$ cat config.mk
export PLATFORM = sky130hd
export DESIGN_NAME = ones_count_ctrl
export DESIGN_NICKNAME = d
export VERILOG_FILES = /design/src/rtl/ones_count_ctrl.sv
export SDC_FILE = /design/constraint.sdc
export NUM_CORES = 1
export LEC_CHECK = 0
export ABC_AREA = 1
export BUFFER_PORTS_ARGS = -buffer_cell sky130_fd_sc_hd__buf_2
export CORE_AREA = 2 2 39 41
export DETAILED_ROUTE_END_ITERATION = 10
export DIE_AREA = 0 0 41 43
export SETUP_SLACK_MARGIN = 0.05
export SYNTH_ARGS = -nofsm -noshare
export SYNTH_HDL_FRONTEND = slang
export SYNTH_SLANG_ARGS = --single-unit
export TNS_END_PERCENT = 10
$ cat constraint.sdc
create_clock -name clk -period 1.8 [get_ports clk]
set_input_delay 0 -clock clk [delete_from_list [all_inputs] [get_ports clk]]
set_output_delay 0 -clock clk [all_outputs]
set_load 0.05 [all_outputs]
$ cat src/rtl/ones_count_ctrl.sv
// ones_count_ctrl: sequences the ones-counting data path and hands the count out on a valid/ready port
module ones_count_ctrl #(
  parameter int R1_SIZE = 8,
  parameter int R2_SIZE = 4
) (
  input  logic               clk,
  input  logic               rstb,
  input  logic               start,
  output logic               ready,
  output logic               busy,
  input  logic               zero,
  input  logic               msb,
  input  logic [R2_SIZE-1:0] count,
  output logic               load_regs,
  output logic               incr_r2,
  output logic               shift_left,
  output logic [R2_SIZE-1:0] result,
  output logic               result_valid,
  input  logic               result_ready
);
  typedef enum logic [2:0] {S_IDLE, S_1, S_2, S_3, S_DONE} state_t;
  state_t state, state_nxt;
  if (2**R2_SIZE <= R1_SIZE) begin : g_size_chk
    $error("ones_count_ctrl: R2_SIZE too small to hold a count of R1_SIZE ones");
  end
  // State register; the count is captured on the S_2 cycle that sees R1 empty
  always_ff @(posedge clk or negedge rstb) begin
    if (!rstb) begin
      state  <= S_IDLE;
      result <= '0;
    end else begin
      state <= state_nxt;
      if (state == S_2 && zero) result <= count;
    end
  end
  // Next state: S_1 counts a one, S_2 tests for empty or shifts, S_3 routes on the bit shifted out
  always_comb begin
    state_nxt = state;
    case (state)
      S_IDLE:  state_nxt = start ? S_1 : S_IDLE;
      S_1:     state_nxt = S_2;
      S_2:     state_nxt = zero ? S_DONE : S_3;
      S_3:     state_nxt = msb ? S_1 : S_2;
      S_DONE:  state_nxt = result_ready ? S_IDLE : S_DONE;
      default: state_nxt = S_IDLE;
    endcase
  end
  // Control decodes; gating with rstb keeps every output quiet while reset is held
  always_comb begin
    ready        = rstb && state == S_IDLE;
    busy         = rstb && (state == S_1 || state == S_2 || state == S_3);
    load_regs    = ready && start;
    incr_r2      = rstb && state == S_1;
    shift_left   = rstb && state == S_2 && !zero;
    result_valid = rstb && state == S_DONE;
  end
endmodule

After elaboration in Yosys (flattened, before gate mapping)
Index checks and enable logic that the tools add are counted.
{ "classes": {"eq_ne": 4, "reduce_logical": 12, "muxes": 5} }
{ "op_table": {"columns": ["operator", "n"], "rows": [
  ["one-hot mux 3 bit (5 select lines)", 1],
  ["logical AND 1 bit", 8],
  ["== test 3 x 2 -> 1 bit, second input constant", 2],
  ["two-way mux 3 bit", 2],
  ["== test 3 x 1 -> 1 bit, second input constant", 1],
  ["== test 3 bit, second input constant", 1],
  ["logical NOT 3 bit", 1],
  ["logical OR 1 bit", 2],
  ["two-way mux 2 bit", 1],
  ["logical NOT 1 bit", 1],
  ["two-way mux 1 bit", 1]
]} }
{ "totals": {"in_bits": 10, "reg_bits": 7} }

Longest topological paths before layout
Gate-level depths: netlist (run 1).
{ "logic_depth": {"depth_word": 4, "mapped_depth": 4, "depth_no_buf": 4} }

Worst setup path before layout (run 1)
OpenSTA, ideal clock, no wires.
{ "synth_timing": {"path_kind": "flip-flop to output port", "start": "register state[0]", "end": "output port busy", "path_buffers": 0, "arrival_time_ns": 1.591, "path_stages_with_launch": 3, "required_ns": 1.800, "setup_slack_ns": 0.209, "path_cell_list": "dfrtp_1 nor2_1 nor3_1"} }
{ "synth_between": {"elab_chain_len": 4, "elab_cells_between_ends": 6, "cone_classes": "eq/ne (3); reduce/logical (3)"} }
{ "synth_lines": {"columns": ["item", "line_no", "source"], "rows": [
  ["start: declaration", "22", "state_t state, state_nxt;"],
  ["start signal: assignment", "32", "state <= state_nxt;"],
  ["== test 3 x 1 -> 1 bit or == test 3 x 2 -> 1 bit (tied branches)", "51", "busy = rstb && (state == S_1 || state == S_2 || state == S_3);"],
  ["logical OR 1 bit", "51", null],
  ["logical OR 1 bit (*)", "51", null],
  ["logical AND 1 bit (*)", "51", null],
  ["end: declaration", "10", "output logic busy,"]
]} }
Every way passes the cells marked *; elsewhere a longest branch is shown, timed or not.

Worst setup path in the final report (run 1)
{ "layout_timing": {"start": "register state[2]", "end": "output port load_regs"} }
{ "layout_between": {"elab_chain_len": 3} }
{ "layout_lines": {"columns": ["item", "line_no", "source"], "rows": [
  ["logical NOT 3 bit", "50", "ready = rstb && state == S_IDLE;"],
  ["logical AND 1 bit", "50", null],
  ["logical AND 1 bit", "52", "load_regs = ready && start;"],
  ["end: declaration", "14", "output logic load_regs,"]
]} }
Every way passes these cells.

==> impl_metrics.csv, run 1 <==
group,metric,value,unit
synth,yosysMostFrequentCell,"nand2_1",
synth,synth_area_per_cell,8.30,um^2
pwr,total_power,0.000994,W
sta,min_period_over_period,80.1,%
global_route,overflow,0,
floorplanning,initial_core_util,26.4,%
drt,wl_per_cell,10.6,um
clocking,cts_root_buf,"clkbuf_4",
setup_path,crit_path_start_kind,"register",
global_route,grt_pass1_vias,319,
synth,yosysUniqueCellTypes,11,
place,port_buffers,19,
floorplanning,die_area,1760,um^2
clocking,clock_latency,0.25,ns
clocking,cts_resized,0,
clocking,postCtsSetupBuffers,0,
floorplanning,ios,20,
clocking,cts_max_path_buffers,2,
pwr,p_leak,0.297,nW
synth,synth_ff_type,"dfrtp_1",
hold_path,hold_class,"in2reg",
synth,synth_edf_count,0,
sta,hold_viol,0,
sta,finalSetupTns,0,ns
place,placed_area,475,um^2
finish,num_antenna_cells,0,
setup_path,critPathArrivalTime,1.44,ns
finish,area_growth,42.8,%
global_route,grt_usage,11.8,%
sta,report.final.slew_viol_count,0,
clocking,hold_buffers,2,
finish,drive_above_1_share,36.8,%
pwr,vdd_drop_max,0.515,mV
sta,rsz0062_at_grt,"no",
setup_path,reg2reg_depth,4,
floorplanning,die_x,41,um
setup_path,critPathMaxFanout,11,
place,dpl.hpwl,714,um
hold_path,min_path_cells,3,
floorplanning,core,1380,um^2
sta,slew_headroom,76.5,%
setup_path,criticalPathCategory,"reg2out",
global_route,grt_pass1_wl,1310,um
place,post-place-ws,0.560,ns
clocking,htreeDepth,1,
synth,synth_top_cell_by_area,"dfrtp_1",
clocking,cts_tree,"done",
drt,drt_pre_antenna_iters,5,
synth,synth-seq-area-share,47.9,%
drt,ant_nets,0,
sta,setup_violations,0,
global_route,grt_max_degree,12,
setup_path,end_kind,"output port",
clocking,cts_buffers,3,
synth,syn-num-nets,54,
synth,syn_inst,44,
sta,worst_pin_slew,0.352,ns
outcome,outcome,"completed",
drt,drc,0,
sta,max_freq,693,MHz
drt,first_iter_violations,4,
synth,ys_ff_latch,7,
sta,setup_slack,0.358,ns
drt,vias,385,
global_route,antenna_found_initial,0,
floorplanning,row_count,14,
drt,wirelength,888,um
synth,synth.top_cells.by_count,"12 x nand2_1, 7 x dfrtp_1, 6 x nand4_1, 6 x nor2_1",
finish,final_cell_area,522,um^2
place,place.gp.congestion,0.678,
synth,syn-cell-area,365,um^2
sta,fin_crit,1.44,ns
finish,nNetsFinal,79,
synth,synthArstFlopShare,100,%
floorplanning,die_h,43,um
run,drv_cap,0,
setup_path,required,1.80,ns
synth,synth_top_area_share,47.9,%
sta,clock_skew,0.00354,ns
pwr,p_per_area,1910,nW/um^2
drt,vias_per_cell,4.58,
clocking,clkTransAtPathRegs,0.06,ns
synth,synthTopCellsByArea,"dfrtp_1 48%, nand2_1 12%, nand4_1 10%",
synth,yosysWarnings,0,
clocking,cts_sinks,7,
==> sequential cells by signal, indices dropped and copies added, names as in the netlist <==
name / count
result: 4
state: 3
==> placed cells by master, fill, tap and decap left out <==
| cell | count |
|---|---|
| nand2_1 | 12 |
| clkbuf_1 | 1 |
| nand3_1 | 4 |
| dfrtp_1 | 7 |
| nand3b_4 | 1 |
| dlygate4sd3_1 | 2 |
| inv_1 | 4 |
| nor2_1 | 6 |
| nor2_4 | 1 |
| nand4_1 | 6 |
| nor3_1 | 1 |
| o21ai_2 | 1 |
| buf_2 | 19 |
| clkbuf_4 | 3 |
==> final timing paths <==
check | startpoint | end | slack [ns]
max in group asynchronous | rstb | result[1] | 1.51
max reg2reg | state[2] | result[3] | 0.55
min in group asynchronous | rstb | state[2] | 0.12
max | state[2] | load_regs | 0.36
min | count[0] | result[0] | 0.009
min reg2reg | result[1] | result[1] | 0.47
==> routing by layer <==
metal	vias to the layer above	GRT usage, %	share of wire (%)
li1	198	-	-
met1	174	12.4	44
met2	11	18.1	49
met3	2	3.14	4.5
met4	0	10.0	2.3
met5	-	0	0
==> cell type report <==
class	instances	area (um^2)
Multi-Input combinational cell	32	170
Fill cell	160	862
Sequential cell	7	175
Timing Repair Buffer	21	115
Inverter	4	15.0
Clock buffer	4	26.3
Tap cell	16	20.0
==> critical path: stages (launching register included) <==
cell and delay, ns:
dfrtp_1 0.39, inv_1 0.28, nand3_1 0.16, nor2_1 0.10, buf_2 0.26
==> report_power, final <==
part           switching [W]  internal [W]  total, W  leakage [nW]
registers          0.0000592      0.000226  0.000285        0.0891
clock network      0.0000600     0.0000847  0.000145        0.0150
logic               0.000431      0.000133  0.000564         0.193
total               0.000550      0.000444  0.000994         0.297
==> per-stage QoR <==
step | std cells | util, % | hold slack [ns]
after CTS | 84 | 37.7 | 0.0102
after global routing | 84 | 37.7 | 0.0165
after global placement | 78 | 34.4 | -0.153
after floorplan | 44 | - | -0.296
final | 84 | 37.7 | 0.00920
after detailed placement | 78 | 34.4 | -0.147
==> cells by family after synthesis <==
kind of cell,Yosys count,synth area share [%]
simple gates,31,44.2
flops,7,47.9
buf+inv,5,5.48
compound gates,1,2.40
Note: power is estimated with default switching activity, not from simulation.
==> run 2: changes to the inputs <==
==> constraint.sdc (replaced) <==
create_clock -name clk -period 1.4 [get_ports clk]
set_input_delay 0 -clock clk [delete_from_list [all_inputs] [get_ports clk]]
set_output_delay 0 -clock clk [all_outputs]
set_load 0.05 [all_outputs]
==> run 2 against run 1 <==
Net effect:
- utilization increased by 8.5 points
- cell count increased by 12%
- worst setup slack got worse by 0.22 ns
- clock power increased by 27%
- sequential power increased by 36%
- hold slack improved by 0.010 ns
- largest power group unchanged
- highest routed layer unchanged
==> impl_metrics.csv, run 2 (synthesized netlist as in run 1, its figures left out) <==
group,metric,value,unit
clocking,clock_latency,0.25,ns
finish,final_cell_mix,"16 x buf_2, 12 x nand2_1, 8 x buf_4, 6 x nand4_1",
drt,first_iter_violations,3,
floorplanning,die_area,1760,um^2
global_route,grt_max_degree,10,
global_route,grt_pass1_vias,350,
global_route,overflow,0,
finish,nNetsFinal,89,
place,port_buffers,19,
sta,clock_skew,0.00135,ns
finish,final_common_cell,"buf_2",
setup_path,required,1.40,ns
drt,wirelength,997,um
sta,hold_ws,0.0197,ns
clocking,clkTransAtPathRegs,0.05,ns
place,place.gp.congestion,0.729,
floorplanning,core,1380,um^2
run,drv_cap,0,
setup_path,slowest_stage,"dfrtp_2",
pwr,total_power,0.00147,W
hold_path,hold_class,"in2reg",
floorplanning,die_x,41,um
global_route,grt_usage,12.4,%
clocking,htreeDepth,1,
drt,drc,0,
sta,min_period_over_period,90.3,%
clocking,cts_root_buf,"clkbuf_4",
sta,fin_crit,1.26,ns
finish,largestRegisters,"result (4), state (3)",
finish,drive_above_1_share,50.0,%
floorplanning,die_h,43,um
sta,rsz0062_at_grt,"yes",
finish,largest_reg_flops,4,
global_route,antenna_found_initial,0,
finish,final_util,46.2,%
sta,slew_headroom,77.3,%
setup_path,critPathArrivalTime,1.26,ns
outcome,outcome,"completed",
setup_path,criticalPathCategory,"reg2out",
pwr,p_per_area,2300,nW/um^2
sta,max_freq,791,MHz
clocking,cts_buffers,3,
floorplanning,initial_core_util,26.4,%
setup_path,crit_path_start_kind,"register",
finish,num_antenna_cells,0,
clocking,cts_max_path_buffers,2,
clocking,cts_tree,"done",
floorplanning,row_count,14,
drt,vias,419,
floorplanning,ios,20,
pwr,p_leak,0.345,nW
clocking,cts_sinks,7,
sta,setup_violations,0,
sta,hold_viol,0,
setup_path,path_cells,"nor2_4 > nand3_1 > nor2_1 > buf_6",
place,dpl.hpwl,677,um
drt,ant_nets,0,
drt,wl_per_cell,10.6,um
finish,final_cell_area,639,um^2
finish,top_register,"result",
drt,drt_pre_antenna_iters,3,
setup_path,critPathMaxFanout,5,
drt,vias_per_cell,4.46,
finish,area_growth,75.0,%
pwr,vdd_drop_max,0.833,mV
global_route,grt_pass1_wl,1390,um
sta,worst_pin_slew,0.340,ns
setup_path,crit_path_max_incr_delay,0.45,ns
place,placed_area,488,um^2
sta,report.final.slew_viol_count,0,
setup_path,end_kind,"output port",
## run 2: critical path: cells and delay by family, from the launching register on
| kind | cells | cell delay [ns] |
|---|---|---|
| flip-flops | 1 | 0.45 |
| AND/OR/NAND/NOR | 3 | 0.39 |
| buffers and inverters | 1 | 0.17 |
## run 2: routing by layer
metal	up-vias	share of wire (%)	GRT usage (%)
met3	2	5.4	4.71
li1	214	-	-
met4	0	1.0	12.0
met2	14	53	17.5
met1	189	41	13.2
met5	-	0	0
## run 2: final cells by class
| type | instances | area (um^2) |
|---|---|---|
| timing repair buffer | 31 | 213 |
| fill | 148 | 744 |
| inverter | 4 | 17.5 |
| clock buffer | 4 | 26.3 |
| tap | 16 | 20.0 |
| sequential | 7 | 178 |
| multi-input combinational | 32 | 185 |
## run 2: final timing paths
| kind | start | slack (ns) | to | cells after the start |
|---|---|---|---|---|
| max reg2reg | state[1] | 0.33 | result[1] | 6 |
| max in group asynchronous | rstb | 0.94 | state[1] | 2 |
| min in group asynchronous | rstb | 0.18 | state[2] | 2 |
| max | state[0] | 0.14 | load_regs | 4 |
| min | count[3] | 0.02 | result[3] | 3 |
| min reg2reg | result[1] | 0.47 | result[1] | 2 |
## run 2: where the power goes
group / switching [W] / internal [W]
clock network: 0.0000748 / 0.000109
logic: 0.000595 / 0.000304
registers: 0.0000920 / 0.000296
total: 0.000762 / 0.000709
## run 2: timing repair
item | 4_1_cts | 5_1_grt
pin swaps | 0 | 1
endpoints found under the hold margin | 11 | 0
hold buffers | 5 | 0
gates resized for setup | 5 | 8
endpoints found under the setup margin | 4 | 4
buffers inserted | 0 | 6
## run 2: stage by stage
step	setup TNS [ns]	std cells	setup WS, ns
2_1_floorplan	-0.0687	44	-0.0406
3_3_place_gp	0	79	0.181
3_5_place_dp	0	79	0.172
4_1_cts	0	88	0.0371
5_1_grt	0	94	0.0559
6_report	0	94	0.136
==> run 3: changes to the inputs <==
--- a/config.mk
+++ b/config.mk
@@ -7,9 +7,13 @@
 export LEC_CHECK = 0
 export ABC_AREA = 1
 export BUFFER_PORTS_ARGS = -buffer_cell sky130_fd_sc_hd__buf_2
-export CORE_AREA = 2 2 39 41
+export CELL_PAD_IN_SITES_DETAIL_PLACEMENT = 2
+export CELL_PAD_IN_SITES_GLOBAL_PLACEMENT = 2
+export CORE_MARGIN = 2
+export CORE_UTILIZATION = 21
+export CTS_CLUSTER_SIZE = 8
 export DETAILED_ROUTE_END_ITERATION = 10
-export DIE_AREA = 0 0 41 43
+export PLACE_DENSITY_LB_ADDON = 0.1
 export SETUP_SLACK_MARGIN = 0.05
 export SYNTH_ARGS = -nofsm -noshare
 export SYNTH_HDL_FRONTEND = slang
==> run 3 against run 2 <==
Net effect:
- clock skew is essentially flat
- combinational power shrank 0.9%
- global-route usage grew 0.77 points
- critical path depth grew 1
- sequential share of layout area grew 0.64 points
- worst setup slack lost 0.026 ns
- first-iteration DRC count shrank 100%
- total power shrank 0.66%
- register-to-register slack lost 0.10 ns
- sequential power shrank 2%
- via count shrank 1.4%
- die area grew 19%
==> impl_metrics.csv, run 3 (synthesized netlist as in run 1, its figures left out) <==
group,metric,value,unit
finish,final_common_cell,"buf_2",
clocking,cts_root_buf,"clkbuf_4",
global_route,grt_pass1_wl,1920,um
sta,setup_violations,0,
drt,first_iter_violations,0,
setup_path,slowest_stage,"dfrtp_1",
clocking,cts_max_path_buffers,2,
sta,fin_crit,1.29,ns
pwr,vdd_drop_max,0.854,mV
drt,drt_pre_antenna_iters,1,
outcome,outcome,"completed",
place,place.gp.congestion,0.669,
floorplanning,die_x,45.7,um
finish,top_register,"result",
finish,drive_above_1_share,47.4,%
finish,largestRegisters,"result (4), state (3)",
sta,rsz0062_at_grt,"yes",
clocking,cts_buffers,3,
finish,num_antenna_cells,0,
sta,worst_pin_slew,0.334,ns
run,drv_cap,0,
finish,nNetsFinal,87,
setup_path,critPathArrivalTime,1.29,ns
clocking,clock_latency,0.25,ns
setup_path,end_kind,"output port",
drt,vias_per_cell,4.44,
pwr,pwr-share-seq,26.1,%
pwr,internal-power,0.000693,W
sta,slew_headroom,77.7,%
pwr,p_leak,0.338,nW
drt,ant_nets,0,
drt,drc,0,
sta,report.final.slew_viol_count,0,
sta,min_period_over_period,92.2,%
setup_path,crit_path_max_incr_delay,0.41,ns
finish,largest_reg_flops,4,
drt,vias,413,
setup_path,worst_path_dominant_cell_family,"flip-flops",
setup_path,path_cells,"inv_1 > nor2_4 > nand3b_4 > nor2_1 > buf_4",
clocking,clkTransAtPathRegs,0.06,ns
clocking,htreeDepth,1,
floorplanning,ios,20,
place,dpl.hpwl,834,um
drt,wirelength,1140,um
pwr,p_per_area,2360,nW/um^2
finish,final_cell_mix,"15 x buf_2, 12 x nand2_1, 9 x buf_4, 6 x nand4_1, 6 x dfrtp_1",
hold_path,hold_class,"in2reg",
floorplanning,row_count,15,
drt,wl_per_cell,12.3,um
clocking,cts_sinks,7,
floorplanning,die_area,2090,um^2
setup_path,required,1.40,ns
setup_path,crit_path_start_kind,"register",
setup_path,critPathMaxFanout,3,
floorplanning,initial_core_util,21.6,%
clocking,cts_tree,"done",
pwr,power_switching,0.000769,W
finish,final_util,36.7,%
global_route,overflow,0,
finish,area_growth,69.9,%
sta,max_freq,775,MHz
pwr,comb_power_share,61.0,%
global_route,grt_usage,13.2,%
pwr,p_clk_share,13.0,%
place,port_buffers,19,
sta,clock_skew,0.00181,ns
global_route,grt_max_degree,8,
sta,finalSetupTns,0,ns
floorplanning,core,1690,um^2
pwr,p_sw_share,52.6,%
sta,hold_viol,0,
setup_path,criticalPathCategory,"reg2out",
global_route,antenna_found_initial,0,
global_route,grt_pass1_vias,431,
floorplanning,die_h,45.7,um
setup_path,crit_buf_inv,2,
==> run 3: worst paths after layout <==
kind / startpoint / to / slack (ns) / depth (start not counted)
setup reg to reg: state[1] / result[2] / 0.23 / 5
max in group asynchronous: rstb / state[0] / 0.95 / 2
setup / recovery: state[1] / shift_left / 0.11 / 5
hold / removal: count[0] / result[0] / 0.01 / 3
min in group asynchronous: rstb / result[0] / 0.19 / 2
hold reg to reg: result[3] / result[3] / 0.47 / 2
==> run 3: power by group through the flow <==
stage          sequential [W]  combinational, W  clock, W
3_5_place_dp         0.000371          0.000779         0
3_3_place_gp         0.000370          0.000772         0
2_1_floorplan        0.000542          0.000404         0
6_report             0.000381          0.000892  0.000189
4_1_cts              0.000377          0.000834  0.000200
5_1_grt              0.000394          0.000975  0.000220
==> run 3: area by class of cell <==
type                            instances  area (um^2)
Sequential cell                         7          176
Multi-Input combinational cell         32          188
Inverter                                4         15.0
Tap cell                               17         21.3
Fill cell                             200         1070
Timing Repair Buffer                   29          194
Clock buffer                            4         26.3
==> run 3: through the flow <==
| stage | setup slack, ns | hold WS (ns) | total power, W | area (um^2) | instances |
|---|---|---|---|---|---|
| final | 0.110 | 0.0118 | 0.00146 | 621 | 93 |
| after CTS | 0.0269 | 0.00598 | 0.00141 | 586 | 90 |
| after global placement | 0.197 | -0.147 | 0.00114 | 497 | 81 |
| after global routing | 0.0284 | 0.00769 | 0.00159 | 621 | 93 |
| after detailed placement | 0.167 | -0.144 | 0.00115 | 497 | 81 |
| after floorplan | -0.0406 | -0.296 | 0.000945 | 370 | 44 |
==> run 3: routing by layer <==
layer,vias up,global-route usage [%],routed length (um)
met3,2,2.38,65
met2,15,20.8,559
met5,-,0,0
met1,186,16.3,504
li1,210,-,-
met4,0,8.57,11
==> run 3: repair_timing <==
action,in CTS,in global routing
hold buffers,4,0
buffers inserted,1,3
setup endpoints to repair,4,5
gates resized for setup,5,6
pin swaps,0,3
gates cloned,0,0
hold endpoints to repair,10,0
==> run 3: tightest hold or removal path: cells and delay by family <==
kind	cells	cell delay (ns)
simple gates	2	0.13
buf+inv	1	0.09
